===== config.mk =====
export PLATFORM = sky130hd
export DESIGN_NAME = ifetch
export DESIGN_NICKNAME = d
export VERILOG_FILES = /design/src/rtl/ifetch.sv
export SDC_FILE = /design/constraint.sdc
export NUM_CORES = 1
export LEC_CHECK = 0
export CELL_PAD_IN_SITES_DETAIL_PLACEMENT = 1
export CELL_PAD_IN_SITES_GLOBAL_PLACEMENT = 2
export CORE_UTILIZATION = 39
export DETAILED_ROUTE_END_ITERATION = 8
export GPL_TIMING_DRIVEN = 1
export HOLD_SLACK_MARGIN = 0.03
export PLACE_DENSITY = 0.91
export SLEW_MARGIN = 5
export SYNTH_ARGS = -nofsm -noshare
export SYNTH_HDL_FRONTEND = slang
export SYNTH_SLANG_ARGS = --single-unit
export TNS_END_PERCENT = 20

===== constraint.sdc =====
create_clock -name clk -period 6.8 [get_ports clk]
set_input_delay 0.68 -clock clk [delete_from_list [all_inputs] [get_ports clk]]
set_output_delay 0.68 -clock clk [all_outputs]
set_load 0.03 [all_outputs]

===== src/rtl/ifetch.sv =====
// ifetch: fetch PC, single-outstanding memory request and parcel queue.
// Define IFETCH_WIDE_EN for 32-bit fetches that return two parcels.
module ifetch #(
    parameter int            RV       = 32,
    parameter int            QDEPTH   = 4,
    parameter logic [RV-1:0] RESET_PC = '0
) (
    input  logic          clk,
    input  logic          reset,
    output logic          ireq,
    output logic [RV-1:0] iaddr,
    input  logic          iack,
`ifdef IFETCH_WIDE_EN
    input  logic [31:0]   irdata,
`else
    input  logic [15:0]   irdata,
`endif
    input  logic          redirect,
    input  logic [RV-1:0] redirect_pc,
    input  logic          stall,
    output logic [15:0]   ins,
    output logic [RV-1:0] ins_pc,
    output logic          idone
);
    localparam int AW = $clog2(QDEPTH);
    localparam int PW = AW + 1;
`ifdef IFETCH_WIDE_EN
    localparam int PPR = 2;
`else
    localparam int PPR = 1;
`endif

    typedef enum logic [1:0] {IDLE, BUSY, DISCARD} state_t;

    state_t        state, state_n;
    logic [RV-1:0] fpc, fpc_n;
    logic [RV-1:0] req_addr, fetch_addr;
    logic [PW-1:0] wr, rd, count, occ;
    logic [AW-1:0] wr1;
    logic [15:0]   q_ins [QDEPTH];
    logic [RV-1:0] q_pc  [QDEPTH];
    logic          empty, pop, push, room, req;
    logic [1:0]    npush;
    logic [15:0]   p_ins0, p_ins1;
    logic [RV-1:0] p_pc1;

`ifdef IFETCH_WIDE_EN
    assign fetch_addr = {fpc[RV-1:2], 2'b00};
    assign p_ins0     = fpc[1] ? irdata[31:16] : irdata[15:0];
    assign p_ins1     = irdata[31:16];
    assign npush      = fpc[1] ? 2'd1 : 2'd2;
    assign fpc_n      = fetch_addr + RV'(4);
`else
    assign fetch_addr = fpc;
    assign p_ins0     = irdata;
    assign p_ins1     = irdata;
    assign npush      = 2'd1;
    assign fpc_n      = fpc + RV'(2);
`endif
    assign p_pc1 = fpc + RV'(2);

    assign count = wr - rd;
    assign empty = (count == '0);
    assign pop   = !empty && !stall && !redirect && !reset;
    assign idone = pop;
    // room is judged on the occupancy left after this cycle's pop
    assign occ   = count - PW'(pop);
    assign room  = int'(occ) <= QDEPTH - PPR;
    assign wr1   = wr[AW-1:0] + AW'(1);

    assign ins    = q_ins[rd[AW-1:0]];
    assign ins_pc = q_pc[rd[AW-1:0]];
    assign ireq   = req;
    assign iaddr  = (state == IDLE) ? fetch_addr : req_addr;

    always_comb begin
        state_n = state;
        req     = 1'b0;
        push    = 1'b0;
        if (!reset) begin
            unique case (state)
                IDLE: begin
                    if (!redirect && room) begin
                        req = 1'b1;
                        if (iack) push = 1'b1;
                        else state_n = BUSY;
                    end
                end
                BUSY: begin
                    req = 1'b1;
                    if (iack) begin
                        push    = !redirect;
                        state_n = IDLE;
                    end else if (redirect) begin
                        state_n = DISCARD;
                    end
                end
                DISCARD: begin
                    req = 1'b1;
                    if (iack) state_n = IDLE;
                end
                default: state_n = IDLE;
            endcase
        end
    end

    always_ff @(posedge clk) begin
        if (reset) begin
            state    <= IDLE;
            fpc      <= {RESET_PC[RV-1:1], 1'b0};
            req_addr <= '0;
            wr       <= '0;
            rd       <= '0;
        end else begin
            state <= state_n;
            if (req && state == IDLE) req_addr <= fetch_addr;
            if (redirect) begin
                fpc <= {redirect_pc[RV-1:1], 1'b0};
                wr  <= '0;
                rd  <= '0;
            end else begin
                if (push) begin
                    fpc <= fpc_n;
                    wr  <= wr + PW'(npush);
                end
                if (pop) rd <= rd + PW'(1);
            end
        end
    end

    always_ff @(posedge clk) begin
        if (push) begin
            q_ins[wr[AW-1:0]] <= p_ins0;
            q_pc[wr[AW-1:0]]  <= fpc;
            if (npush == 2'd2) begin
                q_ins[wr1] <= p_ins1;
                q_pc[wr1]  <= p_pc1;
            end
        end
    end

endmodule


# Word level (Yosys, flattened, before mapping)
# Memories as Yosys holds them, arrays and structs flattened. A register that Yosys moved wholly into a read port is not among the register bits.
# Index checks and enable logic that the tools add are counted.
[totals]
mem_count = 2
wordCells = 58
input_bits = 53
reg_bits = 72
ram_bits = 192
[classes]
magnitude_cmp = 1
n_reduce_logical = 15
n_mux = 23
eq_ne = 6
add_sub_neg = 5
[memory_table]
columns = ["memory", "words", "word_bits", "rd", "rd_clocked_by_memory_dff", "write_ports", "line", "text"]
rows = [
  ["q_pc", 4, 32, 1, 1, 1, "41", "logic [RV-1:0] q_pc [QDEPTH];"],
  ["q_ins", 4, 16, 1, 1, 1, "40", "logic [15:0] q_ins [QDEPTH];"],
]
[op_table]
columns = ["operator", "count"]
rows = [
  ["$mux W32", 3],
  ["$add A32 B2 Y32 const B", 1],
  ["$mux W2", 9],
  ["$mux W1", 8],
  ["$add A3 B1 Y3 const B", 2],
  ["$pmux W2 S3", 1],
  ["$logic_and A1 B1 Y1", 5],
  ["$logic_not A1 Y1", 4],
  ["$ne A2 B2 Y1 const B", 2],
  ["$pmux W1 S2", 2],
  ["$reduce_and A4 Y1", 1],
  ["$reduce_or A2 Y1", 2],
  ["$le A3 B2 Y1 const B", 1],
  ["$logic_not A3 Y1", 1],
  ["$ne A3 B3 Y1 const B", 1],
  ["$sub A3 B1 Y3", 1],
  ["$sub A3 B3 Y3", 1],
  ["$eq A2 B1 Y1 const B", 1],
  ["$eq A2 B2 Y1 const B", 1],
  ["$logic_not A2 Y1", 1],
  ["$ne A2 B1 Y1 const B", 1],
  ["$reduce_bool A2 Y1", 1],
]

# Longest topological paths before layout
[logic_depth]
word_depth = 14
depth_mapped = 14

# Worst setup path before layout
# Ideal clock, no wire load.
[synth_timing]
path_type = "reg2reg"
from = "register wr[0]"
to = "memory q_ins[0][0], enable pin"
setup_slack_ns = 1.338
t_required_ns = 6.390
arrival_ns = 5.053
path_buffers = 1
setup_time_ns = 0.410
path_stages_with_launch = 13
path_cell_list = "dfxtp_1 -> inv_1 -> ha_1 -> fa_1 -> xnor2_1 -> a311oi_1 -> ha_1 -> ha_1 -> xor2_1 -> xnor2_2 -> a22o_1 -> clkbuf_1 -> and3_1"
[synth_between]
elab_chain_len = 14
[synth_lines]
columns = ["element", "line", "text"]
rows = [
  ["from (decl)", "38", "logic [PW-1:0] wr, rd, count, occ;"],
  ["from (signal assigned)", "124", "wr <= wr + PW'(npush);"],
  ["$sub A3 B3 Y3", "62", "assign count = wr - rd;"],
  ["$logic_not A3 Y1", "63", "assign empty = (count == '0);"],
  ["$logic_not A1 Y1", "64", "assign pop = !empty && !stall && !redirect && !reset;"],
  ["$logic_and A1 B1 Y1 (3 in a row)", "64", ""],
  ["via idone", "23", "output logic idone"],
  ["$sub A3 B1 Y3", "67", "assign occ = count - PW'(pop);"],
  ["$le A3 B2 Y1", "68", "assign room = int'(occ) <= QDEPTH - PPR;"],
  ["$logic_and A1 B1 Y1", "83", "if (!redirect && room) begin"],
  ["$mux W1", "83", ""],
  ["$pmux W1 S2", "81", "unique case (state)"],
  ["$mux W1", "80", "if (!reset) begin"],
  ["$mux W1", "132", "if (push) begin"],
  ["$mux W1 (not written as such)", "133", "q_ins[wr[AW-1:0]] <= p_ins0;"],
  ["to (decl)", "40", ""],
]
# The timed path passes the listed nets, and every way through them passes these cells.

# Worst setup path in the final report
[layout_timing]
from = "register wr[0]"
to = "output ireq"
[layout_between]
elab_chain_len = 12
[layout_lines]
columns = ["element", "line", "text"]
rows = [
  ["$sub A3 B3 Y3 (*)", "62", ""],
  ["$logic_not A3 Y1", "63", ""],
  ["$logic_not A1 Y1", "64", ""],
  ["$logic_and A1 B1 Y1 (3 in a row)", "64", ""],
  ["$sub A3 B1 Y3 (*)", "67", ""],
  ["$le A3 B2 Y1 (*)", "68", ""],
  ["$logic_and A1 B1 Y1 (*)", "83", ""],
  ["$mux W1 (*)", "83", ""],
  ["$pmux W1 S2 (*)", "81", ""],
  ["$mux W1 (*)", "80", ""],
  ["to (decl)", "10", "output logic ireq,"],
]
# Every way passes the cells marked *; elsewhere a longest branch is shown, timed or not.

==> qor.yml <==
placement:
  dpl.hpwl_mm: 16.07
  preCtsSetupSlack_ns: 1.370
  gp_congestion: 0.7435
  port_buffers: 131
  post_dp_cell_area_sq_um: 12220
setup_path:
  path_cells: "inv_1, ha_1, fa_1, xnor2_1, a311oi_1, ha_1, ha_1, xor2_1, xnor2_2, and2_1, a21oi_1, nor3_1, clkdlybuf4s50_1"
  cp_num_buf_inv: 2
  cp-start-kind: "register"
  critPathCaptureType: "output port"
  worst_ep_arrival_time_ns: 4.79
  critPathTopFamily: "adder cells"
  crit_top_cell: "ha_1"
  crit_slowest_cell: "a311oi_1"
  cp.required_ns: 6.12
  critical_path_class: "reg -> out"
  cp_max_fo: 6
  r2r_start: "wr[0]"
  worst_r2r_endpoint: "q_pc[1][6]"
  max_stage_delay_ns: 0.73
  reg2reg_depth: 12
  r2r_setup_slack_ns: 1.79
logic_synthesis:
  syn_inst: 705
  synth_area_per_cell_sq_um: 14.97
  async_flop_share_pct: 0
  ys_ff_latch: 260
  yosysWarnings: 0
  synthTopCellsByArea: "edfxtp_1 (54%), dfxtp_1 (14%), mux4_2 (10%), mux2_2 (3.3%), nand2_1 (2.8%)"
  synth_area_sq_um: 10550
  synthFlopType: "edfxtp_1"
  yosysMostFrequentCell: "edfxtp_1"
  synth.largest_area_cell: "edfxtp_1"
  synth_commonest_cells: "edfxtp_1 (188), nand2_1 (79), dfxtp_1 (72)"
  synth_edf_count: 188
  ys_seq_area_share_pct: 67.16
  ys_types: 46
  synth.top_cell.area_share_pct: 53.50
clock_network:
  cts_buffer_depth: 3
  cts_buffers: 27
  ctsResizeCount: 0
  cts_tree: "built"
  cts.clk_slew.worst_paths_ns: 0.06
  holdBufCountCts: 0
  htree_levels: 1
  cts_root_buf: "clkbuf_16"
  post-cts-setup-buffer-count: 0
  clock_latency_ns: 0.54
  cts.sinks: 260
power:
  power_density_nw_per_um2: 281.6
  ir_drop_mv: 0.1850
  power_uw: 3693
  p_leak_uw: 0.004234
global_routing:
  grt_pass1_wl_mm: 40.27
  overflow: 0
  first_global_vias: 6902
  track_usage_pct: 18.95
  grt_max_degree: 60
  antenna_found_initial: 0
sta:
  setup_viol: 0
  slew_headroom_pct: 28.56
  finalSetupTns_ns: 0
  period_share_pct: 80.51
  grt_setup_unrepaired: "no"
  worst_pin_slew_ns: 1.072
  slew_viol_final: 0
  fin_worst_skew_ns: 0.01293
  period_needed_ns: 5.475
  hold_viol: 0
  fmax_ghz: 0.1827
  fin_ws_ns: 1.325
drt:
  initialDrtViolationCount: 448
  ant_nets: 0
  drc_errors: 9
  via_count: 6425
  m1WireLength_mm: 11.00
  avgRoutedWirePerCell_um: 21.67
  drtPass1Iterations: 7
  vias_per_cell: 5.395
  highest_layer: "met4"
  wl_met2_mm: 12.78
  wirelength_mm: 25.81
  met3_length_mm: 1.392
min_path:
  hp-start: "req_addr[10]"
  hold_path_class: "reg -> reg"
  min_delay_worst_endpoint: "req_addr[10]"
  hold_depth: 2
floorplan:
  start_util_pct: 40.15
  dieArea_sq_um: 27720
  coreArea_sq_um: 26280
  die_h_um: 166.5
  ios: 135
  fp.dieW_um: 166.5
  rows: 59
finish:
  antenna-diode-count: 0
  fill_cells: 2587
  nets: 903
  multi_input_area_sq_um: 3278
  layout.area.seq_sq_um: 7092
  syn_to_final_growth_pct: 24.31
  fin_area_sq_um: 13120
  final_layout_size_suffix_gt1_share_pct: 16.47
flow_run:
  max_cap_violations: 0
run_status:
  status: "finished with violations"
  violations: "DRC"
[flip-flops by register name, indices dropped and copies added (netlist names), named ones only]
signal,flops
q_pc,124
q_ins,64
fetch_addr,31
req_addr,31
rd,3
wr,3
state,2
[tightest hold or removal path: cells and delay by family (launching register included)]
kind               cells  cell delay, ns
DFF                    1            0.31
and+or+nand+nor        1            0.05
AOI/OAI and AO/OA      1            0.05
[placed cells by master, fill, tap and decap left out, types with 2 or more instances in the layout]
| cell type | instances |
|---|---|
| clkbuf_1 | 6 |
| mux4_2 | 47 |
| or3_1 | 5 |
| mux2_2 | 31 |
| a311oi_1 | 6 |
| clkinv_2 | 2 |
| nand3_1 | 11 |
| xnor2_1 | 19 |
| clkinv_1 | 5 |
| and2_1 | 4 |
| xor2_1 | 10 |
| o31ai_1 | 2 |
| and3_2 | 4 |
| buf_4 | 9 |
| nor4_1 | 7 |
| clkinvlp_4 | 2 |
| nand4_1 | 9 |
| nand2_1 | 79 |
| nor2_1 | 38 |
| bufinv_16 | 4 |
| clkdlybuf4s50_1 | 130 |
| a211oi_1 | 14 |
| edfxtp_1 | 188 |
| nor3_1 | 9 |
| ha_1 | 12 |
| o21ai_0 | 12 |
| o21a_1 | 2 |
| a21oi_1 | 44 |
| clkbuf_16 | 27 |
| nand3b_1 | 2 |
| and3_1 | 6 |
| conb_1 | 2 |
| inv_1 | 10 |
| nor3b_1 | 3 |
| dfxtp_1 | 70 |
[stage by stage]
stage / instances / util (%) / hold WS (ns)
floorplan: 706 / - / 0.4338
global placement: 1142 / 46.51 / 0.4388
detailed placement: 1142 / 46.51 / 0.4461
CTS: 1191 / 49.91 / 0.4554
global route: 1191 / 49.91 / 0.4750
finish: 1191 / 49.91 / 0.4548
[where the power goes]
part	switching, uW	internal, uW	total, uW
registers	50.0	1750	1800
clock network	601	884	1490
logic	238	172	410
total	889	2800	3690
[layout make-up]
cell class / instances / area share [%]
flip-flops and latches: 260 / 54.07
multi-input cells: 395 / 24.99
repair buffers: 141 / 10.63
clock buffers: 33 / 5.323
well taps: 335 / 3.196
clock inverters: 16 / 1.479
inverters: 11 / 0.3148
[how the worst max path moves through the flow]
stage	startpoint	end	slack, ns	cells past startpoint
final	wr[0]	ireq	1.33	13
after global routing	wr[0]	ireq	0.93	13
after CTS	wr[0]	ireq	1.26	13
after detailed placement	redirect	q_pc[1][10]	1.37	11
after global placement	redirect	q_pc[1][6]	1.52	11
after floorplan	wr[0]	q_ins[0][0]	1.34	12
[logic make-up (layout without fill, tap and decap cells)]
logic type,after synthesis,in the layout,synth area share [%]
muxes,79,79,13.44
adders and majority gates,14,14,1.731
other,1,2,0.03554
DFF,260,260,67.16
buffers and inverters,51,201,1.909
AOI/OAI and AO/OA,90,90,5.384
and+or+nand+nor,180,180,7.779
xor gates and xnor gates,30,30,2.561
[routing by layer]
layer  vias to the layer above  GRT usage, %
li1                       2942             -
met1                      3254         24.55
met2                       181         32.83
met3                        48         2.590
met4                         0         6.320
met5                         -             0
(Power assumes the default switching activity.)
